[src/rtl/fetch_stage.sv]
// Instruction fetch stage with IF/ID register for the 32-bit RISC-V pipeline.
// Issues PC requests to a variable-latency in-order memory and queues the returned words for decode.
module fetch_stage #(
  parameter logic [31:0] RESET_PC = 32'h0000_0000,
  parameter int          DEPTH    = 4
) (
  input  logic        clk,
  input  logic        reset,
  input  logic        StallD,
  input  logic        FlushD,
  input  logic        PCSrcE,
  input  logic [31:0] PCTargetE,
  output logic        ImemReqValid,
  input  logic        ImemReqReady,
  output logic [31:0] ImemAddr,
  input  logic        ImemRespValid,
  input  logic [31:0] ImemRespData,
  output logic [31:0] InstrD,
  output logic [31:0] PCD,
  output logic [31:0] PCPlus4D,
  output logic        ValidD,
  output logic [6:0]  opD,
  output logic [2:0]  funct3D,
  output logic        funct7b5D
);

  localparam int              CW       = $clog2(DEPTH + 1);
  localparam int              PW       = (DEPTH > 1) ? $clog2(DEPTH) : 1;
  localparam logic [31:0]     NOP      = 32'h0000_0013;
  localparam logic [CW:0]     DEPTH_C  = (CW + 1)'(DEPTH);
  localparam logic [PW-1:0]   LAST_PTR = PW'(DEPTH - 1);

  // Handshake: a request transfers on a rising edge where ImemReqValid && ImemReqReady;
  // a response transfers on a rising edge where ImemRespValid is high and a request is in flight.

  function automatic logic [PW-1:0] ptr_inc(input logic [PW-1:0] p);
    return (p == LAST_PTR) ? '0 : p + PW'(1);
  endfunction

  logic [31:0]   pcf;
  logic [31:0]   tag_mem   [DEPTH];
  logic [PW-1:0] tag_wr, tag_rd;
  logic [CW-1:0] inflight, inflight_nx;

  logic [31:0]   buf_instr [DEPTH];
  logic [31:0]   buf_pc    [DEPTH];
  logic [PW-1:0] buf_wr, buf_rd;
  logic [CW-1:0] buffered, buffered_nx;

  logic [CW-1:0] drop, drop_nx;

  logic [31:0]   instr_q, pc_q, pc4_q;
  logic          valid_q;

  logic [CW:0]   credit_sum;
  logic          req_valid, accept;
  logic          resp_pop, resp_drop, resp_push;
  logic          id_advance, id_pop;
  logic [31:0]   head_instr, head_pc;

  // Credits use start-of-cycle counts so a same-cycle pop never lets a request overrun the buffer.
  always_comb begin
    credit_sum = {1'b0, inflight} + {1'b0, buffered};
    req_valid  = reset && (credit_sum < DEPTH_C) && !PCSrcE;
    accept     = req_valid && ImemReqReady;
    resp_pop   = ImemRespValid && (inflight != '0);
    resp_drop  = resp_pop && (drop != '0);
    resp_push  = resp_pop && !resp_drop && !PCSrcE;
    id_advance = !PCSrcE && !FlushD && !StallD;
    id_pop     = id_advance && (buffered != '0);
    head_instr = buf_instr[buf_rd];
    head_pc    = buf_pc[buf_rd];
  end

  always_comb begin
    inflight_nx = inflight;
    if (accept && !resp_pop) begin
      inflight_nx = inflight + CW'(1);
    end else if (!accept && resp_pop) begin
      inflight_nx = inflight - CW'(1);
    end
  end

  always_comb begin
    buffered_nx = buffered;
    if (PCSrcE) begin
      buffered_nx = '0;
    end else if (resp_push && !id_pop) begin
      buffered_nx = buffered + CW'(1);
    end else if (!resp_push && id_pop) begin
      buffered_nx = buffered - CW'(1);
    end
  end

  // On a redirect every response still owed by memory belongs to the old path.
  always_comb begin
    drop_nx = drop;
    if (PCSrcE) begin
      drop_nx = inflight_nx;
    end else if (resp_drop) begin
      drop_nx = drop - CW'(1);
    end
  end

  always_ff @(posedge clk or negedge reset) begin
    if (!reset) begin
      pcf      <= RESET_PC;
      tag_wr   <= '0;
      tag_rd   <= '0;
      inflight <= '0;
      drop     <= '0;
    end else begin
      inflight <= inflight_nx;
      drop     <= drop_nx;
      if (PCSrcE) begin
        pcf <= PCTargetE;
      end else if (accept) begin
        pcf <= pcf + 32'd4;
      end
      if (accept) begin
        tag_wr <= ptr_inc(tag_wr);
      end
      if (resp_pop) begin
        tag_rd <= ptr_inc(tag_rd);
      end
    end
  end

  always_ff @(posedge clk or negedge reset) begin
    if (!reset) begin
      buf_wr   <= '0;
      buf_rd   <= '0;
      buffered <= '0;
    end else begin
      buffered <= buffered_nx;
      if (PCSrcE) begin
        buf_wr <= '0;
        buf_rd <= '0;
      end else begin
        if (resp_push) begin
          buf_wr <= ptr_inc(buf_wr);
        end
        if (id_pop) begin
          buf_rd <= ptr_inc(buf_rd);
        end
      end
    end
  end

  // Storage arrays carry no reset; their contents are qualified by the pointers and counters.
  always_ff @(posedge clk) begin
    if (accept) begin
      tag_mem[tag_wr] <= pcf;
    end
    if (resp_push) begin
      buf_instr[buf_wr] <= ImemRespData;
      buf_pc[buf_wr]    <= tag_mem[tag_rd];
    end
  end

  // Bubbles keep PCD/PCPlus4D so downstream sees a stable PC on a non-valid slot.
  always_ff @(posedge clk or negedge reset) begin
    if (!reset) begin
      instr_q <= NOP;
      pc_q    <= '0;
      pc4_q   <= '0;
      valid_q <= 1'b0;
    end else if (PCSrcE || FlushD) begin
      instr_q <= NOP;
      valid_q <= 1'b0;
    end else if (!StallD) begin
      if (buffered != '0) begin
        instr_q <= head_instr;
        pc_q    <= head_pc;
        pc4_q   <= head_pc + 32'd4;
        valid_q <= 1'b1;
      end else begin
        instr_q <= NOP;
        valid_q <= 1'b0;
      end
    end
  end

  assign ImemReqValid = req_valid;
  assign ImemAddr     = pcf;
  assign InstrD       = instr_q;
  assign PCD          = pc_q;
  assign PCPlus4D     = pc4_q;
  assign ValidD       = valid_q;
  assign opD          = instr_q[6:0];
  assign funct3D      = instr_q[14:12];
  assign funct7b5D    = instr_q[30];

endmodule

[config.mk]
export PLATFORM = sky130hd
export DESIGN_NAME = fetch_stage
export DESIGN_NICKNAME = d
export VERILOG_FILES = /design/src/rtl/fetch_stage.sv
export SDC_FILE = /design/constraint.sdc
export NUM_CORES = 1
export LEC_CHECK = 0
export ABC_CLOCK_PERIOD_IN_PS = 3490
export CORE_MARGIN = 2
export CORE_UTILIZATION = 45
export DETAILED_ROUTE_END_ITERATION = 7
export PLACE_DENSITY = 0.65
export SKIP_LAST_GASP = 1
export SLEW_MARGIN = 20
export SYNTH_ARGS = -nofsm -noshare
export SYNTH_HDL_FRONTEND = slang
export SYNTH_SLANG_ARGS = --single-unit
[constraint.sdc]
create_clock -name clk -period 3.49 [get_ports clk]
set_input_delay 0.5235 -clock clk [delete_from_list [all_inputs] [get_ports clk]]
set_output_delay 0.5235 -clock clk [all_outputs]
set_load 0.02 [all_outputs]
==> impl_metrics.json, run 1 <==
{
  "outcome": "finished clean",
  "postLayoutCellArea_sq_mm": 0.0256,
  "drc": 0,
  "nNetsFinal": 1568,
  "synth_warnings": 0,
  "dieWidth_um": 220,
  "post-route-period-util_pct": 91.5,
  "grt_pass1_vias": 11900,
  "yosysSeqAreaShare_pct": 72.0,
  "cp-start-kind": "flip-flop",
  "yosysTopAreaCell": "edfxtp_1",
  "hpwl_um": 29600,
  "clock_skew_ps": 20.5,
  "grt_usage_pct": 18.9,
  "grt_setup_unrepaired": "no",
  "dr.first_iter.drc_count": 988,
  "coreArea_sq_mm": 0.0464,
  "start_util_pct": 45.3,
  "portBuffers": 211,
  "netlist_instances": 1256,
  "syn2layout_area_growth_pct": 22.0,
  "synth_top_area_share_pct": 54.9,
  "gp_congestion": 0.828,
  "slew_headroom_pct": 43.7,
  "synth.top_cells.by_area": "edfxtp_1, dfrtp_1, mux4_2",
  "post_cts_buffers": 0,
  "worst_pin_slew_ps": 844,
  "synth_cell_types": 57,
  "clockBufferDepth": 3,
  "die_y_um": 220,
  "required_ps": 2970,
  "clk_latency_ps": 600,
  "cts-buffers-inserted": 54,
  "diodes": 0,
  "cts-resized-gates": 0,
  "setup_ws_ps": 297,
  "path_max_fanout": 4,
  "viasPerCell": 5.55,
  "clk_pin_slew_ps": 60,
  "wl_per_cell_um": 21.0,
  "finalHoldViolCount": 0,
  "ir_worst_vdd_mv": 0.518,
  "synth_nets": 1347,
  "timing.fmax_mhz": 313,
  "antenna_found_initial": 0,
  "hold_path_class": "in -> async",
  "syn_area_sq_mm": 0.0210,
  "first_pass_iters": 5,
  "p_total_mw": 17.4,
  "place_inst": 2028,
  "layout.cells.non_filler": 2130,
  "place_ws_ps": 373,
  "maxCapViolations": 0,
  "synth_edf_count": 384,
  "cp.arrival_ps": 2670,
  "dpl_cell_area_sq_mm": 0.0238,
  "grt_max_degree": 92,
  "crit_type": "reg -> out",
  "drt-total-wl_um": 44800,
  "setup_violations": 0,
  "tns_ps": 0,
  "die_area_sq_mm": 0.0485,
  "slowest_delay_ps": 610,
  "cts-hold-fix-buffers": 0,
  "seq_area_sq_mm": 0.0151,
  "path_delay_family": "simple AND/OR/NAND/NOR gates",
  "path_cells": "ha_1 -> nor4b_1 -> and3_1 -> clkdlybuf4s50_1",
  "grt.overflow.total": 0,
  "ys_ff_latch": 528,
  "dr_total_vias": 11800,
  "ios": 212,
  "min_period_ps": 3190,
  "post_route_cells_drive_above_1_share_pct": 14.8,
  "cts_root_buf": "clkbuf_16",
  "power_density_mw_per_mm2": 678,
  "syn_area_per_cell_sq_um": 16.7,
  "path_buf_inv": 1,
  "power_leakage_nw": 8.98,
  "multi_input_area_sq_mm": 0.00538,
  "ant_nets": 0,
  "num-fill-cells": 3628,
  "rows": 79,
  "synth_top_flop_cell": "edfxtp_1",
  "clock-sinks": 528,
  "htreeDepth": 2,
  "crit_slowest_cell": "clkdlybuf4s50_1",
  "async_reset_ff_share_pct": 27.3,
  "slew_violations": 0,
  "cts_tree": "done",
  "grt_first_pass_wirelength_um": 69300,
  "crit_path_end_kind": "output pin"
}
Yosys cell counts (all sizes together) (10+ instances only):
library cell,count
or4,14
ha,19
xnor2,10
a31oi,20
mux4,96
a22o,31
a21oi,10
o311ai,12
edfxtp,384
o21ai,46
buf,30
and2,14
o211ai,11
nor2,38
nand4,13
inv,21
nor3,16
nand2,160
nand3,27
dfrtp,141
o31ai,11
clkbuf,48
path summary, 6_finish.rpt:
check                           cells past startpoint                        to               startpoint  slack, ps
worst max-delay path                                4              ImemReqValid  buffered[2]$_DFFE_PN0P_        300
worst min-delay path                                2   ImemAddr[6]$_DFFE_PN0P_                    reset         30
worst max register to register                      5  PCPlus4D[31]$_DFFE_PN0P_    buf_rd[0]$_DFFE_PN0P_        410
worst min register to register                      2        ValidD$_DFFE_PN0P_       ValidD$_DFFE_PN0P_        480
max in group asynchronous                           3     buf_rd[0]$_DFFE_PN0P_                    reset       2170
min in group clk                                    3     buf_rd[1]$_DFFE_PN0P_                   PCSrcE        370
metal layers:
metal | GRT usage (%) | part of all wire, % | up-vias
li1 | - | - | 5386
met1 | 26.4 | 43 | 6018
met2 | 30.8 | 49 | 366
met3 | 3.19 | 5.5 | 57
met4 | 5.88 | 2.1 | 0
met5 | 0 | 0 | -
registers in the layout, indices dropped and copies added (netlist names):
register / flops
buffered: 3
buf_wr: 2
PCD: 32
tag_mem: 128
buf_instr: 128
PCPlus4D: 30
buf_pc: 128
ImemAddr: 32
drop: 3
tag_rd: 2
tag_wr: 2
inflight: 3
ValidD: 1
buf_rd: 2
InstrD: 32
cells by family (layout without fill, tap and decap cells):
family                     Yosys count  in the layout  synth area share (%)
AOI/OAI and AO/OA                  169            169                  5.64
xor gates and xnor gates            14             14                 0.583
adders and majority gates           22             22                  1.32
buffers and inverters               99            366                  2.45
DFF                                528            528                  72.0
muxes                              102            102                  10.8
and+or+nand+nor                    322            322                  7.23
stage by stage:
stage / hold WS (ps) / utilization, %
after global placement: 459 / 51.4
after floorplan: 228 / -
after global routing: 30.9 / 55.3
after CTS: 21.5 / 55.3
after detailed placement: 467 / 51.4
final: 25.9 / 55.3
final cells by class:
| cell class | count | share of cell area, % |
|---|---|---|
| Multi-Input combinational cell | 629 | 21.0 |
| Sequential cell | 528 | 59.1 |
| Timing Repair Buffer | 243 | 9.65 |
| Clock buffer | 69 | 5.61 |
| Clock inverter | 33 | 1.41 |
| Inverter | 21 | 0.307 |
| Tap cell | 607 | 2.96 |
layout by cell type (no fill, tap or decap), drive strengths merged, types with 11 or more instances in the layout:
| cell | instances |
|---|---|
| clkdlybuf4s50 | 209 |
| buf | 34 |
| clkinv | 20 |
| and2 | 14 |
| or4 | 14 |
| edfxtp | 384 |
| clkbuf | 69 |
| o21ai | 46 |
| a22o | 31 |
| o211ai | 11 |
| dfrtp | 141 |
| nand3 | 27 |
| o311ai | 12 |
| o31ai | 11 |
| nand2 | 160 |
| nand4 | 13 |
| mux4 | 96 |
| nor2 | 38 |
| a31oi | 20 |
| inv | 22 |
| nor3 | 16 |
| ha | 19 |
report_power, final:
group | internal, mW | switching (mW)
Combinational | 1.61 | 1.82
Sequential | 7.59 | 0.593
Clock | 3.38 | 2.38
Total | 12.6 | 4.79
Power figures use the tool's default switching activity.
==> inputs of run 2 (changes only) <==
Settings changed: CORE_UTILIZATION 45 to 30, PLACE_DENSITY 0.65 to 0.46, SETUP_SLACK_MARGIN set to 0.5.
==> impl_metrics.json, run 2 (same netlist as run 1, synthesis figures left out) <==
{
  "outcome": "finished clean",
  "tns_ps": 0,
  "clk_latency_ps": 640,
  "dr.first_iter.drc_count": 756,
  "ir_worst_vdd_mv": 0.372,
  "dpl_cell_area_sq_mm": 0.0243,
  "wl_per_cell_um": 19.9,
  "grt_first_pass_wirelength_um": 76100,
  "power_density_mw_per_mm2": 670,
  "setup_violations": 0,
  "postLayoutCellArea_sq_mm": 0.0264,
  "ant_nets": 0,
  "r2r-start": "inflight[1]$_DFF_PN0_",
  "num-fill-cells": 6549,
  "gp_congestion": 0.768,
  "ios": 212,
  "min_period_ps": 2800,
  "whs_endpoint": "buf_rd[0]$_DFFE_PN0P_",
  "crit_path_end_kind": "flip-flop",
  "syn2layout_area_growth_pct": 25.5,
  "first_pass_iters": 4,
  "die_y_um": 269,
  "antenna_found_initial": 1,
  "post_route_cells_drive_above_1_share_pct": 16.9,
  "grt_setup_unrepaired": "no",
  "hpwl_um": 33300,
  "mostFrequentLayoutCells": "edfxtp_1, clkdlybuf4s50_1, nand2_1",
  "cts_tree": "done",
  "die_area_sq_mm": 0.0722,
  "htreeDepth": 2,
  "clk_pin_slew_ps": 60,
  "clockBufferDepth": 3,
  "worst_pin_slew_ps": 932,
  "clock-sinks": 528,
  "clock_skew_ps": 38.4,
  "start_util_pct": 30.2,
  "viasPerCell": 4.73,
  "nNetsFinal": 1605,
  "grt_max_degree": 92,
  "place_inst": 2368,
  "reg2regPathDepth": 8,
  "r2r-end": "buf_pc[0][24]$_DFFE_PP_",
  "drt-total-wl_um": 49900,
  "hold_depth": 3,
  "dr_total_vias": 11800,
  "crit_type": "reg -> reg",
  "finalHoldViolCount": 0,
  "slew_headroom_pct": 37.9,
  "portBuffers": 211,
  "rows": 97,
  "layout_commonest_cell": "edfxtp_1",
  "path_max_fanout": 17,
  "r2r_slack_ps": 690,
  "drc": 0,
  "cts_root_buf": "clkbuf_16",
  "slew_violations": 0,
  "coreArea_sq_mm": 0.0697,
  "top_regs": "buf_instr: 128 flops, buf_pc: 128 flops, tag_mem: 128 flops",
  "grt.overflow.total": 0,
  "diodes": 0,
  "dieWidth_um": 269,
  "p_total_mw": 17.7,
  "grt_pass1_vias": 12200,
  "maxCapViolations": 0,
  "cp.arrival_ps": 3090,
  "layout.cells.non_filler": 2502,
  "hp-start": "PCSrcE",
  "required_ps": 3780,
  "grt_usage_pct": 14.0,
  "hold_path_class": "in -> reg",
  "whs_ps": 435,
  "power_leakage_nw": 9.21,
  "cp-start-kind": "flip-flop",
  "timing.fmax_mhz": 358,
  "post-route-period-util_pct": 80.1,
  "cts-buffers-inserted": 57
}
run 2: worst max-delay path: stages, from the launching register on:
cell	delay, ps
dfrtp_1	380
inv_1	90
ha_1	190
ha_1	180
nand2b_1	250
or3_1	510
nor2_1	230
and2_4	320
buf_4	300
run 2: power breakdown:
group | leakage, nW | switching (mW) | internal [mW]
clock | 0.901 | 2.49 | 3.46
sequential | 5.29 | 0.705 | 7.59
combinational | 3.01 | 1.81 | 1.64
run 2: through the flow:
| step | setup WS, ps | util (%) |
|---|---|---|
| 3_5_place_dp | 246 | 34.9 |
| 5_1_grt | 503 | 37.9 |
| 6_report | 693 | 37.9 |
| 2_1_floorplan | 585 | - |
| 3_3_place_gp | 307 | 34.9 |
| 4_1_cts | 542 | 37.6 |
run 2: layout make-up:
class                      instances  area (sq um)  share of cell area [%]
sequential                       528         15100                    57.4
clock buffer                      68          1470                    5.56
timing repair buffer             277          2720                    10.3
multi-input combinational        629          5410                    20.5
clock inverter                    39           394                    1.49
inverter                          21          78.8                   0.299
tap                              940          1180                    4.46
run 2: worst max path at each step:
| stage | startpoint | end | cells after the start |
|---|---|---|---|
| 4_1_cts | inflight[1]$_DFF_PN0_ | buf_pc[0][24]$_DFFE_PP_ | 8 |
| 5_1_grt | inflight[1]$_DFF_PN0_ | buf_pc[0][24]$_DFFE_PP_ | 8 |
| 6_report | inflight[1]$_DFF_PN0_ | buf_pc[0][24]$_DFFE_PP_ | 8 |
| 3_3_place_gp | buf_rd[0]$_DFFE_PN0P_ | PCPlus4D[31]$_DFFE_PN0P_ | 6 |
| 2_1_floorplan | inflight[0]$_DFF_PN0_ | buf_instr[0][0]$_DFFE_PP_ | 8 |
| 3_5_place_dp | buf_rd[0]$_DFFE_PN0P_ | PCPlus4D[31]$_DFFE_PN0P_ | 6 |
run 2: routing by layer:
layer	global-route usage, %	vias up	routed length [um]
met3	2.53	81	2240
li1	-	5448	-
met5	0	-	0
met1	19.0	6043	22500
met4	4.43	0	1320
met2	22.7	272	23800
run 2: what timing repair did:
| action | 4_1_cts | 5_1_grt |
|---|---|---|
| gates resized for setup | 7 | 1 |
| hold buffers | 1 | 0 |
| endpoints found under the hold margin | 22 | 0 |
| buffers inserted | 3 | 23 |
| pin swaps | 0 | 2 |
| setup endpoints to repair | 8 | 90 |
